[src/rtl/layer_output_reader_pkg.sv]
// Shared layer-I/O definitions: element/packing defaults, bus widths and the
// drain sequencer state encoding.
package layer_output_reader_pkg;

    localparam int DEPTH_DEF  = 16384;
    localparam int DATA_W_DEF = 4;
    localparam int PACK_DEF   = 8;
    localparam int ADDR_W     = 32;
    localparam int CHK_W      = 18;

    typedef enum logic [2:0] {
        ST_IDLE,
        ST_WAIT_DONE,
        ST_READ,
        ST_FLUSH,
        ST_FINISH
    } state_t;

    // Width of a counter that must hold the values 0..pack inclusive.
    function automatic int fill_w(input int pack);
        return $clog2(pack + 1);
    endfunction

endpackage

[src/rtl/layer_output_reader_packer.sv]
// Collects PACK signed elements into one word, element 0 in the low bits.
// A completing element can go straight to the output register when it is free.
module nibble_packer
    import layer_output_reader_pkg::*;
#(
    parameter int DATA_W = DATA_W_DEF,
    parameter int PACK   = PACK_DEF
) (
    input  logic                          clk,
    input  logic                          reset,
    input  logic                          in_valid,
    input  logic [DATA_W-1:0]             in_data,
    input  logic                          in_last,
    input  logic                          out_accept,
    output logic [fill_w(PACK)-1:0]       fill,
    output logic                          word_load,
    output logic [DATA_W*PACK-1:0]        word,
    output logic                          word_last
);

    localparam int WORD_W = DATA_W * PACK;
    localparam int FILL_W = fill_w(PACK);

    logic [WORD_W-1:0] shreg;
    logic [WORD_W-1:0] shifted;
    logic              full;
    logic              completing;
    logic              last_held;

    // New elements enter at the top so the first one ends up in the low bits.
    assign shifted    = {in_data, shreg[WORD_W-1:DATA_W]};
    assign full       = (fill == FILL_W'(PACK));
    assign completing = in_valid && (fill == FILL_W'(PACK - 1));
    assign word_load  = (full || completing) && out_accept;
    assign word       = full ? shreg : shifted;
    assign word_last  = full ? last_held : in_last;

    always_ff @(posedge clk or posedge reset) begin
        if (reset) begin
            fill      <= '0;
            last_held <= 1'b0;
        end else if (word_load) begin
            fill      <= '0;
            last_held <= 1'b0;
        end else if (in_valid) begin
            fill      <= fill + FILL_W'(1);
            last_held <= in_last;
        end
    end

    always_ff @(posedge clk) begin
        if (in_valid && !word_load) begin
            shreg <= shifted;
        end
    end

endmodule

[src/rtl/layer_output_reader.sv]
// Drains a conv layer's output buffer: issues element reads, packs them into
// words for a valid/ready stream and keeps a signed running checksum.
module layer_output_reader
    import layer_output_reader_pkg::*;
#(
    parameter int DEPTH  = DEPTH_DEF,
    parameter int DATA_W = DATA_W_DEF,
    parameter int PACK   = PACK_DEF
) (
    input  logic                     clk,
    input  logic                     reset,
    input  logic                     start,
    input  logic                     layer_done,
    output logic [ADDR_W-1:0]        read_addr,
    input  logic [DATA_W-1:0]        read_data,
    output logic                     m_valid,
    input  logic                     m_ready,
    output logic [DATA_W*PACK-1:0]   m_data,
    output logic                     m_last,
    output logic                     busy,
    output logic                     done,
    output logic [CHK_W-1:0]         checksum
);

    localparam int WORD_W = DATA_W * PACK;
    localparam int FILL_W = fill_w(PACK);

    function automatic logic signed [CHK_W-1:0] sext(input logic [DATA_W-1:0] v);
        return {{(CHK_W - DATA_W){v[DATA_W-1]}}, v};
    endfunction

    state_t                   state;
    logic [ADDR_W-1:0]        next_addr;
    logic [ADDR_W-1:0]        last_addr;
    logic                     vld_p0;
    logic                     last_p0;
    logic                     vld_p1;
    logic                     last_p1;
    logic [FILL_W-1:0]        fill;
    logic [FILL_W:0]          occupancy;
    logic                     out_accept;
    logic                     word_load;
    logic [WORD_W-1:0]        word;
    logic                     word_last;
    logic signed [CHK_W-1:0]  sum;

    // Issue stage: a read goes out only if its element is guaranteed a slot.
    assign occupancy  = {1'b0, fill} + {{FILL_W{1'b0}}, vld_p1};
    assign vld_p0     = (state == ST_READ) && (occupancy < (FILL_W + 1)'(PACK));
    assign last_p0    = (next_addr == ADDR_W'(DEPTH - 1));
    assign read_addr  = vld_p0 ? next_addr : last_addr;
    assign out_accept = !m_valid || m_ready;
    assign checksum   = sum;

    always_ff @(posedge clk or posedge reset) begin
        if (reset) begin
            state     <= ST_IDLE;
            next_addr <= '0;
            last_addr <= '0;
            vld_p1    <= 1'b0;
            last_p1   <= 1'b0;
            busy      <= 1'b0;
            done      <= 1'b0;
            sum       <= '0;
        end else begin
            // Return stage: read_data belongs to the read issued last cycle.
            vld_p1  <= vld_p0;
            last_p1 <= vld_p0 && last_p0;
            if (vld_p1) begin
                sum <= sum + sext(read_data);
            end
            if (vld_p0) begin
                last_addr <= next_addr;
                next_addr <= next_addr + ADDR_W'(1);
            end
            case (state)
                ST_IDLE, ST_FINISH: begin
                    if (start) begin
                        state     <= ST_WAIT_DONE;
                        busy      <= 1'b1;
                        done      <= 1'b0;
                        sum       <= '0;
                        next_addr <= '0;
                        last_addr <= '0;
                    end
                end
                ST_WAIT_DONE: begin
                    if (layer_done) begin
                        state <= ST_READ;
                    end
                end
                ST_READ: begin
                    if (vld_p0 && last_p0) begin
                        state <= ST_FLUSH;
                    end
                end
                ST_FLUSH: begin
                    if (m_valid && m_ready && m_last) begin
                        state <= ST_FINISH;
                        busy  <= 1'b0;
                        done  <= 1'b1;
                    end
                end
                default: state <= ST_IDLE;
            endcase
        end
    end

    nibble_packer #(
        .DATA_W (DATA_W),
        .PACK   (PACK)
    ) u_packer (
        .clk        (clk),
        .reset      (reset),
        .in_valid   (vld_p1),
        .in_data    (read_data),
        .in_last    (last_p1),
        .out_accept (out_accept),
        .fill       (fill),
        .word_load  (word_load),
        .word       (word),
        .word_last  (word_last)
    );

    // Output register: holds its word unchanged until the handshake.
    always_ff @(posedge clk or posedge reset) begin
        if (reset) begin
            m_valid <= 1'b0;
            m_last  <= 1'b0;
            m_data  <= '0;
        end else if (word_load) begin
            m_valid <= 1'b1;
            m_data  <= word;
            m_last  <= word_last;
        end else if (m_ready) begin
            m_valid <= 1'b0;
            m_last  <= 1'b0;
        end
    end

endmodule

[config.mk]
export PLATFORM = sky130hd
export DESIGN_NAME = layer_output_reader
export DESIGN_NICKNAME = d
export VERILOG_FILES = /design/src/rtl/layer_output_reader_pkg.sv /design/src/rtl/layer_output_reader_packer.sv /design/src/rtl/layer_output_reader.sv
export SDC_FILE = /design/constraint.sdc
export NUM_CORES = 1
export LEC_CHECK = 0
export ABC_AREA = 1
export CORE_MARGIN = 2
export CORE_UTILIZATION = 39
export DETAILED_ROUTE_END_ITERATION = 16
export PLACE_DENSITY_LB_ADDON = 0.1
export SETUP_SLACK_MARGIN = 0.15
export SLEW_MARGIN = 5
export SYNTH_ARGS = -nofsm -noshare
export SYNTH_HDL_FRONTEND = slang
export SYNTH_HIERARCHICAL = 1
export SYNTH_SLANG_ARGS = --single-unit
[constraint.sdc]
create_clock -name clk -period 8.8 [get_ports clk]
set_clock_uncertainty 0.1 [all_clocks]
set_input_delay 1.76 -clock clk [delete_from_list [all_inputs] [get_ports clk]]
set_output_delay 1.76 -clock clk [all_outputs]
set_load 0.1 [all_outputs]
== After elaboration in Yosys (flattened, before gate mapping) ==
Cells that the tools add are included.

* Register bits: 160
* Word-level logic and storage cells: 77
* Input port bits: 9

* Eq/ne operators: 11
* Add/sub/neg operators: 4
* Mux-type cells: 29
* Reductions and logical operators: 18
* Order comparisons: 1

{| class="wikitable"
|+ Operators by type and width
! kind !! number
|-
| 32-bit two-way mux || 7
|-
| 18-bit two-way mux || 3
|-
| 32-bit by 1-bit adder with 32-bit output (second input constant) || 1
|-
| 32-bit by 14-bit == test with 1-bit output (second input constant) || 1
|-
| 18-bit by 4-bit adder with 18-bit output || 1
|-
| 3-bit two-way mux || 4
|-
| 3-bit case mux with 4 select lines || 1
|-
| 1-bit two-way mux || 10
|-
| 4-bit two-way mux || 2
|-
| 1-bit logical AND || 7
|-
| 3-bit by 2-bit == test with 1-bit output (second input constant) || 2
|-
| 2-bit != test (second input constant) || 3
|-
| 2-bit nonzero test || 3
|-
| 4-bit by 1-bit adder with 5-bit output || 1
|-
| 5-bit by 4-bit < comparator with 1-bit output (second input constant) || 1
|-
| 4-bit by 1-bit adder with 4-bit output (second input constant) || 1
|-
| 4-bit by 3-bit == test with 1-bit output (second input constant) || 1
|-
| 4-bit == test (second input constant) || 1
|-
| 1-bit case mux with 2 select lines || 2
|-
| 4-bit AND reduction || 1
|-
| 3-bit by 1-bit == test with 1-bit output (second input constant) || 1
|-
| 3-bit == test (second input constant) || 1
|-
| 3-bit logical NOT || 1
|-
| 3-bit AND reduction || 1
|-
| other kinds (4) || 6
|}

== Logic depth before layout (Yosys ltp) ==
Gate-level depths: netlist of run 1.

* Depth in word-level cells: 6
* Gate-level depth with buffers: 14
* Depth with buffers taken out: 14

== By module ==
The synthesis of run 1 kept the hierarchy.

{| class="wikitable"
|+ By module, submodules not included
! module !! cells an instance !! instances !! area an instance (sq um) !! seq. area each (sq um)
|-
| layer_output_reader || 980 || 1 || 7,033.0 || 3,078.0
|-
| nibble_packer || 179 || 1 || 1,779.2 || 1,086.0
|}

== Least setup slack after synthesis of run 1 ==
Ideal clock, no wire load.

* Path kind: register to output
* Start: register vld_p1
* End: output port read_addr[2]
* Required time: 6.940 ns
* Stages on the path, launching flop included: 7
* Path slack: 4.365 ns
* Data arrival time: 2.575 ns
* Cell sequence: dfrtp_1 -> buf_2 -> nand4_1 -> nand2_2 -> inv_2 -> buf_2 -> o21ai_1

* Longest elaborated chain between the ends: 4

{| class="wikitable"
|+ RTL lines
! item !! line !! text
|-
| start, declared || layer_output_reader.sv:37 || <nowiki>logic vld_p1;</nowiki>
|-
| start signal, assigned || layer_output_reader.sv:67 || <nowiki>vld_p1 <= vld_p0;</nowiki>
|-
| 4-bit by 1-bit adder with 5-bit output || layer_output_reader.sv:48 || <nowiki>assign occupancy = {1'b0, fill} + {{FILL_W{1'b0}}, vld_p1};</nowiki>
|-
| 5-bit by 4-bit < comparator with 1-bit output || layer_output_reader.sv:49 || <nowiki>assign vld_p0 = (state == ST_READ) && (occupancy < (FILL_W + 1)'(PACK));</nowiki>
|-
| 1-bit logical AND || layer_output_reader.sv:49 ||
|-
| 32-bit two-way mux || layer_output_reader.sv:51 || <nowiki>assign read_addr = vld_p0 ? next_addr : last_addr;</nowiki>
|-
| end, declared || layer_output_reader.sv:14 || <nowiki>output logic [ADDR_W-1:0] read_addr,</nowiki>
|}

Every way passes these cells.

== Final worst setup path of run 1 ==
* Start: register vld_p1
* End: output port read_addr[27]

Same word-level chain as after synthesis.

==> impl_results.md, run 1 <==
- Wire per inst: approximately 14 um
- Worst EP arrival: 4.00 ns
- HP Class: reg2reg
- Post-synth net total: between 1000 and 1500
- Kind of critical path: reg2out
- Antenna Violating Nets Remaining: 0
- H-tree depth: 4
- Number of antenna violations at the first check in global routing: 0
- Crit path cell chain: buf_4 > nand4_1 > nand2_2 > buf_4 > inv_2 > or2_2 > o21ai_1 > inv_1 > clkdlybuf4s50_1
- CTS max path bufs: 2
- Slowest cell on the critical path: clkdlybuf4s50_1
- Post-Syn Area: between 8000 and 9000 um2
- FF+latch count, synth: 160
- Worst slew margin: between 20% and 30%
- Hold endpoint: u_packer/shreg[27]$_DFFE_PP_
- Yosys warning count: 6
- Yosys top cell area share: between 30% and 40%
- Worst Hold Path Cells: 0
- Setup slack, reg-to-reg: approximately 4.7 ns
- Final setup viols: 0
- # rows: 54
- Critical Path Source Type: flip-flop
- Net switching fraction of the power: 28.08%
- CP Capture Type: primary output
- Sequential share of power: a little under half
- Hold Fails Final Rpt: 0
- Layout cells sized above 1: 7.292%
- Post-CTS Setup Repair Bufs: 0
- Largest net degree at the start of global routing: 69
- Drt pass-1 iters: 5
- IO Port Bufs: 94
- Cell mode on critical path: buf_4
- Library cells used by synthesis: between 40 and 50
- Num CTS Buffers: 17
- Cts hold-fix bufs: 0
- Hold Startpoint: u_packer/shreg[31]$_DFFE_PP_
- Worst Tran Pin Value: 1.104 ns
- Clk slew on worst S/H paths: 0.07 ns
- First-pass GRT wire length: about 37000 um
- Post-Syn Instances: 1159
- Drt via density: between 4 and 5
- Comb power frac: under 10%
- Period utilisation layout: around two thirds
- Proportion of synthesized chip area in sequential cells: a little under half
- # diodes: 0
- Commonest cells after routing, fill and taps aside: 371 x nand2_1, 150 x nor2_1, 128 x dfrtp_1
- GRT Residual Overflow: 0
- Most common cell after layout, fill and taps aside: nand2_1
- Vias in the first global route: roughly 7300
- Max Slew Vio Count: 0
- Setup TNS: 0 ns
- Remaining DRCs: 0
- Net Sw Power: ~460 uW
- Clk_lat worst skew: ~0.43 ns
- Reg-to-Reg Start: u_packer/fill[2]$_DFFE_PP0P_
- Cell accounting for the most synthesized area: dfrtp_1
- Static Leak: 5.336 nW
- Power Density: around 160 nW/um2
- Crit Path Max Fanout: just over 60
- Largest cells by area after synthesis: dfrtp_1 36%, nand2_1 16%, edfxtp_1 11%
- Peak VDD IR: 0.1222 mV
- Reg2Reg Depth: 8
- R2r endpoint: m_last$_DFFE_PP0P_
- Root Driver: clkbuf_16
- Final Util: roughly 48%
- GRT Total Usage: 19.16%
- Worst endpoint required time: around 6.9 ns
- Synthesized area per cell: roughly 7.6 um2
- PostCTS Resize Cnt: 0
- Min Tclk post-route: between 5 and 6 ns
- CTS tree: done
- Via count: 7372
- Core Box Area: ~22000 um2
- Nets: about 1300
- Routability cong.: between 0.8 and 0.9
- DR iter-0 viols: about 460
- Crit path largest cell delay: approximately 0.96 ns
- Final WL: 21480 um
- Clock power frac: 45.1%
- Pint: 1.169 mW
- Filler cell count: around 2200
- Die area: approximately 24000 um2
- DP HPWL: 14660 um
- Max_cap viols: 0
- Num ports: 95
- Die W: between 150 and 200 um
- Clk sink count: 160
- Status: finished clean
- Max Fclk: roughly 170 MHz
- RSZ-0062 raised after global routing: false
- Initial Util: 40.01%
- Die Height: about 150 um
- P&R area growth vs syn: 19.01%
synth_stat cells, drive strengths merged:
master and number:
and2 3, ha 20, nor4 6, xor2 13, nand4 9, buf 24, a211oi 4, clkinv 1
edfxtp 32, or2 32, a31oi 2, and3 1, xnor2 6, nand2 378, nor2 162, nor3b 1
fa 1, o211ai 3, nand3b 1, nor3 14, a21oi 32, inv 128, dfrtp 128, clkbuf 18
o21ai 63, nand3 77
cell families (layout without fill, tap and decap cells):
kind of cell,after synthesis,count (layout),synth area share (%)
buf+inv,171,260,8.278
simple gates,684,684,33.00
fa+ha+maj,21,21,3.067
flops,160,160,47.25
xor+xnor,19,19,1.888
compound gates,104,104,6.517
layer usage:
| metal | vias up | track usage (%) | routed length [um] |
|---|---|---|---|
| li1 | 3814 | - | - |
| met4 | 0 | 4.850 | 240 |
| met1 | 3397 | 28.32 | 11250 |
| met3 | 18 | 2.970 | 807 |
| met5 | - | 0 | 0 |
| met2 | 143 | 29.51 | 9187 |
worst max-delay path by stage:
| stage | startpoint | end | slack (ns) | depth (start not counted) |
|---|---|---|---|---|
| 2_1_floorplan | reset | busy$_DFFE_PP0P_ | 3.67 | 1 |
| 3_3_place_gp | vld_p1$_DFF_PP0_ | read_addr[16] | 3.37 | 9 |
| 3_5_place_dp | vld_p1$_DFF_PP0_ | read_addr[27] | 3.36 | 9 |
| 4_1_cts | vld_p1$_DFF_PP0_ | read_addr[27] | 2.88 | 9 |
| 5_1_grt | vld_p1$_DFF_PP0_ | read_addr[23] | 2.59 | 9 |
| 6_report | vld_p1$_DFF_PP0_ | read_addr[27] | 2.94 | 9 |
cell type report:
| type | instances | area [um2] | area share, % |
|---|---|---|---|
| clock buffers | 17 | 425.4 | 4.056 |
| clock inverters | 15 | 161.4 | 1.539 |
| inverters | 129 | 486.7 | 4.641 |
| multi-input cells | 828 | 3921 | 37.39 |
| flip-flops and latches | 160 | 4164 | 39.70 |
| well taps | 280 | 350.3 | 3.340 |
| repair buffers | 99 | 978.4 | 9.329 |
state kept, by name, summed over array words and instances (netlist names), 3 cells and up:
signal,flops
m_data,32
state,3
last_addr,32
u_packer/fill,4
u_packer/shreg,32
checksum,18
next_addr,32
power groups by stage:
| stage | clock network [mW] | logic [mW] | registers, mW |
|---|---|---|---|
| after detailed placement | 0 | 0.133 | 0.779 |
| final | 0.732 | 0.129 | 0.764 |
| after CTS | 0.755 | 0.134 | 0.764 |
| after global routing | 0.788 | 0.147 | 0.764 |
| after floorplan | 0 | 0.0947 | 0.778 |
| after global placement | 0 | 0.132 | 0.779 |
critical path, delay by kind of cell (launching register included):
kind,cells,cell delay [ns]
buf+inv,5,2.36
simple gates,3,0.75
flops,1,0.32
compound gates,1,0.11
per-stage QoR:
step	total power, mW	setup WS, ns	std cells	hold slack (ns)	cell area [um2]
floorplan	0.8726	3.669	1159	0.3264	8812
global placement	0.9106	3.365	1496	0.3316	9901
detailed placement	0.9119	3.355	1496	0.3355	9901
CTS	1.652	2.881	1528	0.3512	10490
global route	1.700	2.591	1528	0.3800	10490
finish	1.626	2.944	1528	0.3492	10490
Power figures use the tool's default switching activity.
==> inputs of run 2 (changes only) <==
- clock period: 8.8 -> 5.5 ns (I/O delays scaled with it)
==> run 2 against run 1 <==
Flip-flop and latch count unchanged. Final area down 0.53%. Sequential power increased by 60%. Routed wire length grew 0.17%. Largest cell class unchanged. Worst setup slack got worse by 1.4 ns. Critical endpoint is now read_addr[16]. Power rose by 61%. Largest power group unchanged.
==> impl_results.md, run 2 (synthesis gave the netlist of run 1 again) <==
- Power Density: between 200 and 300 nW/um2
- Worst endpoint required time: 4.30 ns
- Clk_lat worst skew: approximately 0.43 ns
- H-tree depth: 4
- Via count: between 7000 and 8000
- Worst EP arrival: roughly 2.8 ns
- Critical Path Source Type: flip-flop
- Final WL: 21520 um
- Drt via density: a little under 5
- Final setup viols: 0
- Post-CTS Setup Repair Bufs: 0
- Cts hold-fix bufs: 0
- Remaining DRCs: 0
- Initial Util: 40.01%
- CTS max path bufs: 2
- Period utilisation layout: 72.51%
- PostCTS Resize Cnt: 0
- Worst Tran Pin Value: around 1.0 ns
- Die area: about 24000 um2
- Wire length on met3: roughly 1000 um
- Wire per inst: between 10 and 15 um
- DR iter-0 viols: 491
- Num CTS Buffers: 17
- Layout cells sized above 1: ~10%
- Most common cell after layout, fill and taps aside: nand2_1
- Status: finished clean
- Setup TNS: 0 ns
- First-pass GRT wire length: ~37000 um
- Drt pass-1 iters: 5
- Peak VDD IR: 0.1868 mV
- Max layer used: met4
- Design area: 10430 um2
- Die W: 154.3 um
- IO Port Bufs: between 90 and 100
- Commonest cells after routing, fill and taps aside: 371 x nand2_1, 150 x nor2_1, 128 x dfrtp_1
- Core Box Area: about 22000 um2
- Antenna Violating Nets Remaining: 0
- Static Leak: between 5 and 6 nW
- CTS tree: done
- GRT Residual Overflow: 0
- Routability cong.: approximately 0.92
- Filler cell count: between 2000 and 2500
- Max Slew Vio Count: 0
- CP Capture Type: primary output
- Clk slew on worst S/H paths: around 0.070 ns
- Num ports: 95
- Dpl cell area: between 9000 and 10000 um2
- HP Class: reg2reg
- Worst slew margin: just over 30%
- Post-layout power: ~2.6 mW
- DP HPWL: approximately 14000 um
- Min Tclk post-route: 3.988 ns
- Largest net degree at the start of global routing: 73
- Met2 Routed Length: ~9400 um
- Placed Instances: ~1500
- Kind of critical path: reg2out
- Crit Path Max Fanout: 62
- Nets: 1268
- GRT Total Usage: between 10% and 20%
- P&R area growth vs syn: 18.39%
- Wl on met1: 10840 um
- Vias in the first global route: ~7100
- Die Height: 154.3 um
- Max_cap viols: 0
- Root Driver: clkbuf_16
- # diodes: 0
- # rows: between 50 and 60
- Non-Filler Instances: approximately 1500
- Hold Fails Final Rpt: 0
- Final Util: between 40% and 50%
- Max Fclk: ~250 MHz
- Number of antenna violations at the first check in global routing: 0
- RSZ-0062 raised after global routing: false
- Clk sink count: 160
-- run 2: cell types whose count changed in the layout (fill, tap and decap cells not counted), sizes merged --
| cell | previous run | this run |
|---|---|---|
| buf | 5 | 40 |
| clkdlybuf4s50 | 94 | 62 |
| clkinv | 5 | 7 |
| clkinvlp | 2 | 1 |
| inv | 137 | 136 |
-- run 2: critical path, cell delays in order, from the launching register on --
cell and delay [ns]:
dfrtp_1 0.36, buf_4 0.27, nand4_1 0.20, nand2_2 0.08
inv_2 0.71, or2_1 0.19, o21ai_0 0.15, inv_1 0.11
buf_4 0.29
-- run 2: final cells by class --
type	instances	area (um2)	share of cell area [%]
Clock buffer	17	425.4	4.078
Clock inverter	15	163.9	1.571
Inverter	129	486.7	4.665
Multi-Input combinational cell	828	3921	37.59
Sequential cell	160	4164	39.91
Tap cell	280	350.3	3.358
Timing Repair Buffer	102	920.9	8.827
-- run 2: path summary, 6_finish.rpt --
check | cells after the start | start | to | slack [ns]
max in group asynchronous | 3 | reset | m_data[14]$_DFFE_PP0P_ | 3.11
min reg2reg | 0 | u_packer/shreg[29]$_DFFE_PP_ | u_packer/shreg[25]$_DFFE_PP_ | 0.35
min in group asynchronous | 2 | reset | u_packer/fill[2]$_DFFE_PP0P_ | 0.92
min | 0 | u_packer/shreg[29]$_DFFE_PP_ | u_packer/shreg[25]$_DFFE_PP_ | 0.35
max reg2reg | 12 | u_packer/fill[0]$_DFFE_PP0P_ | m_last$_DFFE_PP0P_ | 1.87
max | 8 | vld_p1$_DFF_PP0_ | read_addr[16] | 1.51
-- run 2: report_power, final --
part	switching, mW	internal (mW)	total [mW]
registers	0.00963	1.21	1.22
clock network	0.567	0.609	1.18
logic	0.164	0.0475	0.212
total	0.741	1.87	2.61
-- run 2: metrics by stage --
| step | hold WS, ns | setup WS [ns] |
|---|---|---|
| 6_report | 0.3541 | 1.512 |
| 5_1_grt | 0.3742 | 1.266 |
| 4_1_cts | 0.3594 | 1.461 |
| 3_5_place_dp | 0.3333 | 1.723 |
| 3_3_place_gp | 0.3322 | 1.746 |
| 2_1_floorplan | 0.3264 | 1.029 |
-- run 2: metal layers --
| layer | up-vias | GRT usage (%) |
|---|---|---|
| met3 | 23 | 3.334 |
| met5 | - | 0 |
| li1 | 3808 | - |
| met4 | 0 | 5.247 |
| met2 | 167 | 28.46 |
| met1 | 3415 | 28.48 |
